$ cat src/rtl/uart_pkg.sv
`default_nettype none
// +------------------------------------------------------------------+
// | uart_pkg -- shared UART types, parity encodings and bit timing.   |
// | Revision 1.0                                                      |
// +------------------------------------------------------------------+
package uart_pkg;

    typedef enum logic [2:0] {
        IDLE   = 3'd0,
        START  = 3'd1,
        DATA   = 3'd2,
        PARITY = 3'd3,
        STOP   = 3'd4
    } uart_tx_state_t;

    localparam int PARITY_NONE = 0;
    localparam int PARITY_EVEN = 1;
    localparam int PARITY_ODD  = 2;

    // Shared with uart_rx so both ends agree on the bit period.
    localparam int DEFAULT_CLKS_PER_BIT = 16;

    function automatic logic calc_parity(input logic [7:0] data,
                                         input int         data_bits,
                                         input int         mode);
        logic p;
        p = 1'b0;
        for (int i = 0; i < 8; i++) begin
            if (i < data_bits) begin
                p = p ^ data[i];
            end
        end
        return (mode == PARITY_ODD) ? ~p : p;
    endfunction

endpackage
`default_nettype wire

$ cat src/rtl/uart_tx_if.sv
`default_nettype none
// +------------------------------------------------------------------+
// | uart_tx_if -- valid/ready byte handshake into the transmitter.    |
// | Revision 1.0                                                      |
// +------------------------------------------------------------------+
interface uart_tx_if;

    logic       valid_in;
    logic [7:0] data_in;
    logic       ready_out;

    modport master (
        output valid_in,
        output data_in,
        input  ready_out
    );

    modport slave (
        input  valid_in,
        input  data_in,
        output ready_out
    );

endinterface
`default_nettype wire

$ cat src/rtl/uart_bit_timer.sv
`default_nettype none
// +------------------------------------------------------------------+
// | uart_bit_timer -- counts 0..CLKS_PER_BIT-1, pulses bit_done.      |
// | Revision 1.0                                                      |
// +------------------------------------------------------------------+
module uart_bit_timer
    import uart_pkg::*;
#(
    parameter int CLKS_PER_BIT = DEFAULT_CLKS_PER_BIT
) (
    input  logic clk,
    input  logic n_rst,
    input  logic restart,
    input  logic enable,
    output logic bit_done
);

    localparam int CNT_W = (CLKS_PER_BIT > 1) ? $clog2(CLKS_PER_BIT) : 1;
    localparam logic [CNT_W-1:0] LAST_COUNT = CNT_W'(CLKS_PER_BIT - 1);

    logic [CNT_W-1:0] count;

    assign bit_done = enable && (count == LAST_COUNT);

    // Counter wraps on bit_done so consecutive bits need no explicit restart.
    always_ff @(posedge clk or negedge n_rst) begin
        if (!n_rst) begin
            count <= '0;
        end else if (restart || bit_done || !enable) begin
            count <= '0;
        end else begin
            count <= count + 1'b1;
        end
    end

endmodule
`default_nettype wire

$ cat src/rtl/uart_tx.sv
`default_nettype none
// +------------------------------------------------------------------+
// | uart_tx -- UART frame transmitter: start, data LSB first, parity, |
// | stop bits. Revision 1.0                                           |
// +------------------------------------------------------------------+
module uart_tx
    import uart_pkg::*;
#(
    parameter int CLKS_PER_BIT = DEFAULT_CLKS_PER_BIT,
    parameter int DATA_BITS    = 8,
    parameter int PARITY_MODE  = PARITY_NONE,
    parameter int STOP_BITS    = 1
) (
    input  logic     clk,
    input  logic     n_rst,
    uart_tx_if.slave bus,
    output logic     tx,
    output logic     busy
);

    localparam int             SHIFT_W   = DATA_BITS + 1;
    localparam logic [2:0]     LAST_DATA = 3'(DATA_BITS - 1);
    localparam logic           LAST_STOP = 1'(STOP_BITS - 1);

    uart_tx_state_t     state;
    uart_tx_state_t     state_next;
    logic [SHIFT_W-1:0] shift_reg;
    logic [SHIFT_W-1:0] shift_next;
    logic [SHIFT_W-1:0] load_word;
    logic [2:0]         bit_cnt;
    logic [2:0]         bit_cnt_next;
    logic               stop_cnt;
    logic               stop_cnt_next;
    logic               tx_next;
    logic               ready_next;
    logic               busy_next;
    logic               accept;
    logic               bit_done;

    assign accept = bus.valid_in && bus.ready_out;

    // Parity sits just above the data bits so it falls out of the shifter last.
    always_comb begin
        load_word                  = '0;
        load_word[DATA_BITS-1:0]   = bus.data_in[DATA_BITS-1:0];
        load_word[DATA_BITS]       = calc_parity(bus.data_in, DATA_BITS, PARITY_MODE);
    end

    uart_bit_timer #(
        .CLKS_PER_BIT (CLKS_PER_BIT)
    ) u_bit_timer (
        .clk      (clk),
        .n_rst    (n_rst),
        .restart  (accept),
        .enable   (state != IDLE),
        .bit_done (bit_done)
    );

    always_ff @(posedge clk or negedge n_rst) begin
        if (!n_rst) begin
            state         <= IDLE;
            shift_reg     <= '0;
            bit_cnt       <= '0;
            stop_cnt      <= 1'b0;
            tx            <= 1'b1;
            bus.ready_out <= 1'b0;
            busy          <= 1'b0;
        end else begin
            state         <= state_next;
            shift_reg     <= shift_next;
            bit_cnt       <= bit_cnt_next;
            stop_cnt      <= stop_cnt_next;
            tx            <= tx_next;
            bus.ready_out <= ready_next;
            busy          <= busy_next;
        end
    end

    always_comb begin
        state_next    = state;
        shift_next    = shift_reg;
        bit_cnt_next  = bit_cnt;
        stop_cnt_next = stop_cnt;
        tx_next       = tx;
        ready_next    = bus.ready_out;
        busy_next     = busy;

        case (state)
            IDLE: begin
                tx_next    = 1'b1;
                ready_next = 1'b1;
                busy_next  = 1'b0;
                if (accept) begin
                    state_next    = START;
                    shift_next    = load_word;
                    bit_cnt_next  = '0;
                    stop_cnt_next = 1'b0;
                    tx_next       = 1'b0;
                    ready_next    = 1'b0;
                    busy_next     = 1'b1;
                end
            end

            START: begin
                if (bit_done) begin
                    state_next = DATA;
                    tx_next    = shift_reg[0];
                    shift_next = shift_reg >> 1;
                end
            end

            DATA: begin
                if (bit_done) begin
                    if (bit_cnt == LAST_DATA) begin
                        if (PARITY_MODE != PARITY_NONE) begin
                            state_next = PARITY;
                            tx_next    = shift_reg[0];
                        end else begin
                            state_next = STOP;
                            tx_next    = 1'b1;
                        end
                    end else begin
                        bit_cnt_next = bit_cnt + 3'd1;
                        tx_next      = shift_reg[0];
                        shift_next   = shift_reg >> 1;
                    end
                end
            end

            PARITY: begin
                if (bit_done) begin
                    state_next = STOP;
                    tx_next    = 1'b1;
                end
            end

            STOP: begin
                if (bit_done) begin
                    if (stop_cnt == LAST_STOP) begin
                        state_next = IDLE;
                        tx_next    = 1'b1;
                        ready_next = 1'b1;
                        busy_next  = 1'b0;
                    end else begin
                        stop_cnt_next = stop_cnt + 1'b1;
                    end
                end
            end

            default: begin
                state_next = IDLE;
                tx_next    = 1'b1;
                ready_next = 1'b0;
                busy_next  = 1'b0;
            end
        endcase
    end

endmodule
`default_nettype wire

$ cat src/flat_wrapper.sv
// flat-port wrapper written by rule: the top's interface ports become plain ports
module uart_tx_flat import uart_pkg::*;
#(
    parameter int CLKS_PER_BIT = DEFAULT_CLKS_PER_BIT,
    parameter int DATA_BITS    = 8,
    parameter int PARITY_MODE  = PARITY_NONE,
    parameter int STOP_BITS    = 1
)
  (clk, n_rst, tx, busy, bus_valid_in, bus_data_in, bus_ready_out);
  uart_tx_if bus_i ();
  input  logic clk;
  input  logic n_rst;
  output logic tx;
  output logic busy;
  input wire logic [$bits(bus_i.valid_in)-1:0] bus_valid_in;
  input wire logic [$bits(bus_i.data_in)-1:0] bus_data_in;
  output wire logic [$bits(bus_i.ready_out)-1:0] bus_ready_out;
  assign bus_i.valid_in = bus_valid_in;
  assign bus_i.data_in = bus_data_in;
  assign bus_ready_out = bus_i.ready_out;
  uart_tx #(.CLKS_PER_BIT(CLKS_PER_BIT), .DATA_BITS(DATA_BITS), .PARITY_MODE(PARITY_MODE), .STOP_BITS(STOP_BITS)) u_core (.clk(clk), .n_rst(n_rst), .bus(bus_i), .tx(tx), .busy(busy));
endmodule
$ cat config.mk
export PLATFORM = sky130hd
export DESIGN_NAME = uart_tx_flat
export DESIGN_NICKNAME = d
export VERILOG_FILES = /design/src/rtl/uart_pkg.sv /design/src/rtl/uart_tx_if.sv /design/src/rtl/uart_bit_timer.sv /design/src/rtl/uart_tx.sv /design/src/flat_wrapper.sv
export SDC_FILE = /design/constraint.sdc
export NUM_CORES = 1
export LEC_CHECK = 0
export ABC_AREA = 1
export CAP_MARGIN = 20
export CORE_MARGIN = 3
export CORE_UTILIZATION = 58
export CTS_BUF_LIST = sky130_fd_sc_hd__clkbuf_16
export DETAILED_ROUTE_END_ITERATION = 8
export PLACE_DENSITY = 0.82
export SYNTH_ARGS = -nofsm -noshare
export SYNTH_HDL_FRONTEND = slang
export SYNTH_SLANG_ARGS = --single-unit
$ cat constraint.sdc
create_clock -name clk -period 2.3 [get_ports clk]
set_input_delay 0.345 -clock clk [delete_from_list [all_inputs] [get_ports clk]]
set_output_delay 0.345 -clock clk [all_outputs]
set_load 0.02 [all_outputs]
==> run_results.csv <==
group,metric,value,unit
timing,hold_slack,456,ps
final_layout,final_area,1570,um^2
worst_setup_path,cp-end-kind,"output port",
clock_tree,postCtsSetupBuffers,0,
clock_tree,clkTransAtPathRegs,60,ps
worst_setup_path,path_buf_inv,1,
worst_setup_path,worstSetupPathType,"reg2out",
global_route,grt_max_degree,18,
timing,setup_viol_count_final,0,
global_route,grt_pass1_vias,1093,
worst_setup_path,path_delay_family,"buffers and inverters",
yosys,synth.area.top_cells,"dfrtp_1 (40%), nand2_1 (20%), nand2_4 (4.3%)",
route,wirelength,2920,um
timing,finalHoldViolCount,0,
route,vias,1140,
worst_setup_path,cpMaxStageDelayCell,"clkdlybuf4s50_1",
floorplanning,io_pins,14,
timing,post-route-period-util,75.3,%
route,avgViaCountPerCell,5.38,
worst_setup_path,cpPeakStageDelay,600,ps
placement,portBuffers,13,
power_and_ir_drop,peakVddDrop,0.954,mV
floorplanning,die_y,53.3,um
worst_setup_path,crit_path_max_fanout,2,
placement,gp_congestion,0.747,
worst_setup_path,critical_path_arrival,1390,ps
final_layout,antenna_cells,0,
global_route,grt.total_usage,23.9,%
route,drc,0,
yosys,yosysTopAreaCellShare,40.5,%
timing,rsz0062_at_grt,"no",
global_route,met3_usage,4.79,%
route,drtIter0Drc,58,
yosys,ys_ff_latch,22,
floorplanning,start_util,63.6,%
timing,max_freq,577,MHz
floorplanning,die_w,53.3,um
power_and_ir_drop,p_leak,0.833,nW
hold_path,hold_class,"in2async",
placement,placed_cell_area,1460,um^2
clock_tree,numCtsBuffers,3,
yosys,synth_top_cell_by_area,"dfrtp_1",
placement,dpl.cell_count,208,
timing,tns,0,ps
final_layout,finalNonFillerCells,212,
yosys,seq_area_frac_synth,42.5,%
placement,dp_hpwl,1950,um
yosys,netlist_instances,168,
clock_tree,cts_resized,0,
timing,slew_headroom,61.5,%
final_layout,largest_register_ff_count,9,
clock_tree,clockBufferDepth,2,
floorplanning,core_area,2040,um^2
clock_tree,cts_tree,"built",
run,drv_cap,0,
clock_tree,root_buffer,"clkbuf_16",
yosys,ys_types,26,
global_route,grt_pass1_wl,4820,um
clock_tree,cts-hold-fix-buffers,0,
yosys,synth_nets,182,
worst_setup_path,cp.required,1960,ps
worst_setup_path,crit_chain,"clkdlybuf4s50_1",
clock_tree,htreeDepth,1,
final_layout,final_cell_mix,"nand2_1 (70), dfrtp_1 (21), clkdlybuf4s50_1 (13)",
yosys,syn_avg_cell_area,7.73,um^2
clock_tree,cts.sinks,22,
final_layout,layout_commonest_cell,"nand2_1",
power_and_ir_drop,power_density,1310,nW/um^2
route,wire_per_inst,13.8,um
final_layout,syn2layout_area_growth,20.7,%
final_layout,layout-drive-gt1-share,13.0,%
global_route,gr-usage-met2,41.0,%
yosys,syn-cell-area,1300,um^2
timing,skew,2.45,ps
floorplanning,rows,16,
timing,final.min_clock_period,1730,ps
yosys,synth_edf_count,0,
timing,final-max-slew-violation-count,0,
global_route,antenna_found_initial,0,
clock_tree,clkLatencyLatePin,260,ps
global_route,grt_overflow,0,
status,outcome,"complete, no violations",
worst_setup_path,startpoint_type,"register",
yosys,yosysWarnings,0,
global_route,top_usage_layer,"met2",
global_route,grt.met1_usage,28.1,%
yosys,synthArstFlopShare,100,%
power_and_ir_drop,p_total,2.06,mW
route,dr.pass1.iters,4,
floorplanning,die_area,2840,um^2
yosys,ys.flop_type,"dfrtp_1",
route,postRouteAntennaNets,0,
final_layout,layout.nets,200,
timing,worstMarginPinSlew,576,ps
==> power breakdown <==
part	switching, mW	leakage (nW)	internal (mW)
combinational	0.566	0.507	0.298
sequential	0.131	0.275	0.578
clock	0.140	0.0511	0.346
==> cell families (layout without fill, tap and decap cells) <==
logic type	Yosys count	after routing	synth area share (%)
compound gates	18	18	9.25
xor+xnor	3	3	2.02
fa+ha+maj	3	3	2.89
buf+inv	18	35	5.88
flops	22	22	42.5
simple gates	104	104	37.5
==> layout make-up <==
class	instances	area, um^2
Clock buffer	3	75.1
Clock inverter	1	30.0
Fill cell	137	474
Inverter	17	68.8
Multi-Input combinational cell	128	671
Sequential cell	22	552
Tap cell	27	33.8
Timing Repair Buffer	14	138
==> metal layers <==
| layer | vias up | routed length (um) |
|---|---|---|
| li1 | 565 | - |
| met1 | 527 | 1170 |
| met2 | 37 | 1510 |
| met3 | 11 | 136 |
| met4 | 0 | 111 |
| met5 | - | 0 |
==> cell usage after synthesis (2+ instances only) <==
cell      n
inv_4     2
nand2_1  70
o21ai_0   4
o21ai_1   6
nand2_4   5
nand2_2   2
nand3_2   2
ha_1      3
nor2_1   10
inv_1    12
a21oi_1   5
inv_2     2
dfrtp_1  21
xor2_1    2
nand3_1  11
==> through the flow <==
stage	util (%)	worst slack, ps
floorplan	-	908
global placement	71.6	705
detailed placement	71.6	701
CTS	76.8	560
global route	76.8	537
finish	76.8	567
==> worst paths after layout <==
kind,from,end,slack (ps),cells past startpoint
max in group asynchronous,n_rst,u_core.state[0],1280,2
min in group clk,u_core.u_bit_timer.count[0],u_core.u_bit_timer.count[0],460,1
hold reg to reg,u_core.u_bit_timer.count[0],u_core.u_bit_timer.count[0],460,1
hold / removal,n_rst,u_core.busy,460,1
setup / recovery,u_core.tx,tx,570,1
setup reg to reg,u_core.u_bit_timer.count[0],u_core.shift_reg[0],740,9
No activity file was read; power rests on OpenSTA's default activity.
==> variant 1, RTL diff (same settings) <==
Encoding of `uart_tx_state_t`: now one-hot (5 bits for 5 states).
--- a/src/rtl/uart_pkg.sv
+++ b/src/rtl/uart_pkg.sv
@@ -5,12 +5,12 @@
 // +------------------------------------------------------------------+
 package uart_pkg;
 
-    typedef enum logic [2:0] {
-        IDLE   = 3'd0,
-        START  = 3'd1,
-        DATA   = 3'd2,
-        PARITY = 3'd3,
-        STOP   = 3'd4
+    typedef enum logic [4:0] {
+        IDLE   = 5'b00001,
+        START  = 5'b00010,
+        DATA   = 5'b00100,
+        PARITY = 5'b01000,
+        STOP   = 5'b10000
     } uart_tx_state_t;
 
     localparam int PARITY_NONE = 0;
Behaviour: no difference found for any inputs over 10 cycles, from zero or initial values and one cycle with n_rst low; not proved beyond that.
==> variant 1 against the unedited design <==
Wire length is 6.9% lower; setup slack gained 0.0071 ns; combinational power up 26%; synthesized area increased by 11%; total power up 4.7%; sequential cell count is 1 higher; final area is 7.4% higher; sequential share of layout area fell by 0.87 points; highest routed layer unchanged.
==> variant 1: results (changes against the unedited design) <==
[run_status]
status = finished, final reports clean

[power]
p_sw_frac = 0.436  ; +0.0296
peakVddDrop_mv = 0.982  ; +2.9%
leakage_nw = 0.925  ; +11%

[finish]
fill_cells = 163  ; +19%
largest_reg_flops = 9  ; unchanged
drive_gt1_frac = 0.148  ; +0.0182
layout.nets = 211  ; +5.5%

[global_route]
antenna_found_initial = 0  ; unchanged
track_usage = 0.200  ; -0.0391
grt_max_degree = 24  ; +6
grt_pass1_wl_um = 4890  ; +1.4%
grt_pass1_vias = 1119  ; +2.4%
grt-ovfl-total = 0  ; unchanged

[critical_path]
crit_family = buffers and inverters
worst-r2r-cell-count = 10  ; +1
rrSetupSlack_ns = 0.77  ; +0.03 ns
slowest_delay_ns = 0.60  ; about the same
rr_endpoint = u_core.bit_cnt[1]

[min_path]
hold_class = primary input to async pin

[synth]
synth_area_leaders = dfrtp_1, nand2_1, nand3_1
yosysWarnings = 0  ; unchanged
synth_common_cells = nand2_1, dfrtp_1, inv_1
synth-edff-count = 0  ; unchanged
yosysSeqAreaShare = 0.400  ; -0.0245
syn_nets = 193  ; +6.0%

[timing]
fin_skew_ns = 0.00178  ; -0.000669 ns
max_slew_margin = 0.809  ; +0.194
whs_ns = 0.438  ; -0.0187 ns

[detailed_routing]
ant_nets = 0  ; unchanged
drt_iter0_drc = 41  ; -29%
vias = 1165  ; +2.2%
first_pass_iters = 5  ; +1
wire_per_inst_um = 12.1  ; -12%

[placement]
pre_cts_slack_ns = 0.699  ; -0.00192 ns
port-buffer-count = 13  ; unchanged
dpl.hpwl_um = 2060  ; +5.3%
gp_congestion = 0.771  ; +3.1%

[clock_tree]
cts_buffers = 3  ; unchanged
post-cts-setup-buffers = 0  ; unchanged
clock_latency_ns = 0.26  ; about the same
clk_pin_slew_ns = 0.06  ; about the same
clock-sinks = 23  ; +4.5%

==> variant 1: cell types whose count changed after synthesis, sizes merged, moves of 2 or more <==
cell / unedited run / this run
nand4: 0 / 2
o21ai: 11 / 5
inv: 16 / 21
nor2: 13 / 15
nand2: 77 / 81
nand3: 13 / 20
a21oi: 5 / 1
==> variant 1: logic make-up after synthesis <==
family,synth area share
AND/OR/NAND/NOR,0.458
XOR/XNOR,0.0243
flip-flops,0.400
adder cells (fa/ha/maj),0.0260
buffers and inverters,0.0659
AO/OA/AOI/OAI,0.0260
==> variant 1: worst max-delay path by stage <==
stage	start	to	slack [ns]	cells past startpoint
5_1_grt	u_core.tx	tx	0.54	1
6_report	u_core.tx	tx	0.57	1
4_1_cts	u_core.tx	tx	0.57	1
2_1_floorplan	u_core.bit_cnt[0]	u_core.bit_cnt[0]	0.91	8
3_3_place_gp	bus_valid_in	u_core.bit_cnt[0]	0.74	8
3_5_place_dp	bus_valid_in	u_core.bit_cnt[1]	0.70	8
==> variant 1: area by class of cell <==
class | count | area (um^2) | share of cell area
clock inverter | 1 | 3.75 | 0.00223
clock buffer | 3 | 75.1 | 0.0446
timing repair buffer | 14 | 138 | 0.0817
sequential | 23 | 578 | 0.343
inverter | 21 | 83.8 | 0.0498
tap | 28 | 35.0 | 0.0208
multi-input combinational | 134 | 771 | 0.458
==> variant 1: stage by stage <==
| stage | std cells | instance area [um^2] |
|---|---|---|
| floorplan | 179 | 1440 |
| detailed placement | 220 | 1610 |
| finish | 224 | 1680 |
| global route | 224 | 1680 |
| global placement | 220 | 1610 |
| CTS | 224 | 1680 |
==> variant 1: power groups by stage <==
| stage | sequential, mW | combinational (mW) | clock, mW |
|---|---|---|---|
| 4_1_cts | 0.697 | 1.10 | 0.375 |
| 5_1_grt | 0.722 | 1.23 | 0.399 |
| 6_report | 0.698 | 1.09 | 0.371 |
| 3_3_place_gp | 0.692 | 1.06 | 0 |
| 3_5_place_dp | 0.703 | 1.08 | 0 |
| 2_1_floorplan | 0.708 | 0.856 | 0 |
==> variant 1: metal layers <==
metal	vias to the layer above	GRT usage	wire [um]
li1	597	-	-
met1	541	0.247	1250
met2	22	0.341	1340
met3	5	0.0255	68
met4	0	0.102	59
met5	-	0	0
==> variant 2, RTL diff (config.mk and constraints unchanged) <==
Made on the original files. `DEFAULT_CLKS_PER_BIT`: 16 -> 32.
--- a/src/rtl/uart_pkg.sv
+++ b/src/rtl/uart_pkg.sv
@@ -18,7 +18,7 @@
     localparam int PARITY_ODD  = 2;
 
     // Shared with uart_rx so both ends agree on the bit period.
-    localparam int DEFAULT_CLKS_PER_BIT = 16;
+    localparam int DEFAULT_CLKS_PER_BIT = 32;
 
     function automatic logic calc_parity(input logic [7:0] data,
                                          input int         data_bits,
Function: same outputs for any inputs over 10 cycles, from zero or initial values and one cycle with n_rst low; that may be too few to reach the edited logic, so the function may still have changed.
==> variant 2 against the unedited design <==
Wire length down 11%; setup slack better by 0.0054 ns; die area up 4.8%; sequential cell count up 1; synthesized area up 5.4%; final area up 3.0%; maximum frequency up 0.31%; register-to-register slack worse by 0.17 ns; global-route usage down 1.7 points.
Power is not compared: it rests on default switching activity, and its combinational part moved more than twofold at a synthesized area within 25%.
==> variant 2: results (changes against the unedited design) <==
[run_status]
status = finished, final reports clean

[synth]
synth_common_cells = nand2_1, dfrtp_1, inv_1
syn_nets = 195  ; +7.1%
synth.avg_cell_area_um2 = 7.60  ; -1.6%
yosysUniqueCellTypes = 27  ; +3.8%
yosysSeqAreaShare = 0.421  ; -0.00347

[timing]
whs_ns = 0.418  ; -0.0378 ns
timing.final.crit_share = 0.751  ; -0.00235
tightest_slew_ns = 0.481  ; -0.0950 ns
fin_skew_ns = 0.00409  ; +0.00164 ns

[detailed_routing]
drt_iter0_drc = 38  ; -34%
wire_per_inst_um = 11.7  ; -15%
routed_wl_um = 2610  ; -11%
avgViaCountPerCell = 5.11  ; -4.9%

[placement]
dpl.hpwl_um = 2080  ; +6.8%
pre_cts_slack_ns = 0.591  ; -0.109 ns
gp_congestion = 0.838  ; +12%
numPlacedInstances = 220  ; +5.8%
placed_area_um2 = 1540  ; +5.0%

[critical_path]
path_max_fanout = 8  ; +6
slowest_delay_ns = 0.37  ; -0.23 ns
cp-startpoint = u_core.u_bit_timer.count[0]
worst-r2r-cell-count = 12  ; +3
endpoint = u_core.shift_reg[5]
rrSetupSlack_ns = 0.57  ; -0.17 ns
arrival_ns = 1.92  ; +0.53 ns
crit_family = simple AND/OR/NAND/NOR gates
crit_path_top_delay_cell = dfrtp_1

[finish]
layout.nets = 213  ; +6.5%
fill_cells = 157  ; +15%
drive_gt1_frac = 0.132  ; +0.00225

[clock_tree]
cts_root_buf = clkbuf_16

[global_route]
grt_pass1_vias = 1069  ; -2.2%
track_usage = 0.222  ; -0.0167
grt_max_degree = 16  ; -2
grt_pass1_wl_um = 4690  ; -2.9%

==> variant 2: worst register-to-register path: stages (launching register included) <==
cell,delay [ns]
dfrtp_1,0.37
ha_1,0.18
nand2_1,0.07
nor2_1,0.10
ha_1,0.19
inv_1,0.09
o21ai_2,0.19
nand2_4,0.08
clkinv_4,0.08
nand2_4,0.06
nor2_8,0.13
nand2_1,0.08
nand2_1,0.06
==> variant 2: layer usage <==
layer / track usage / vias up / share of wire
met5: 0 / - / 0
met4: 0.0539 / 0 / 0.0061
met1: 0.320 / 523 / 0.49
met2: 0.343 / 24 / 0.46
met3: 0.0409 / 4 / 0.046
li1: - / 594 / -
==> variant 2: layout make-up <==
cell class | count | share of cell area
multi-input combinational | 134 | 0.433
sequential | 23 | 0.357
timing repair buffer | 14 | 0.0853
inverter | 22 | 0.0543
clock buffer | 3 | 0.0465
tap | 27 | 0.0209
clock inverter | 1 | 0.00233
==> variant 2: cell families after synthesis <==
kind of cell,count (synthesis),synth area share
simple gates,113,0.400
buf+inv,23,0.0676
flops,23,0.421
compound gates,15,0.0612
fa+ha+maj,4,0.0366
xor+xnor,2,0.0128
==> variant 2: per-stage QoR <==
stage	total power, mW	utilization
after CTS	0.860	0.768
final	0.856	0.768
after floorplan	0.459	-
after global routing	0.891	0.768
after global placement	0.494	0.730
after detailed placement	0.497	0.730
==> variant 2: where the power goes <==
group / total (mW) / leakage (nW) / switching [mW] / internal (mW)
Combinational: 0.0733 / 0.509 / 0.0399 / 0.0334
Clock: 0.366 / 0.0423 / 0.134 / 0.232
Sequential: 0.416 / 0.300 / 0.00412 / 0.412
Total: 0.856 / 0.851 / 0.178 / 0.677
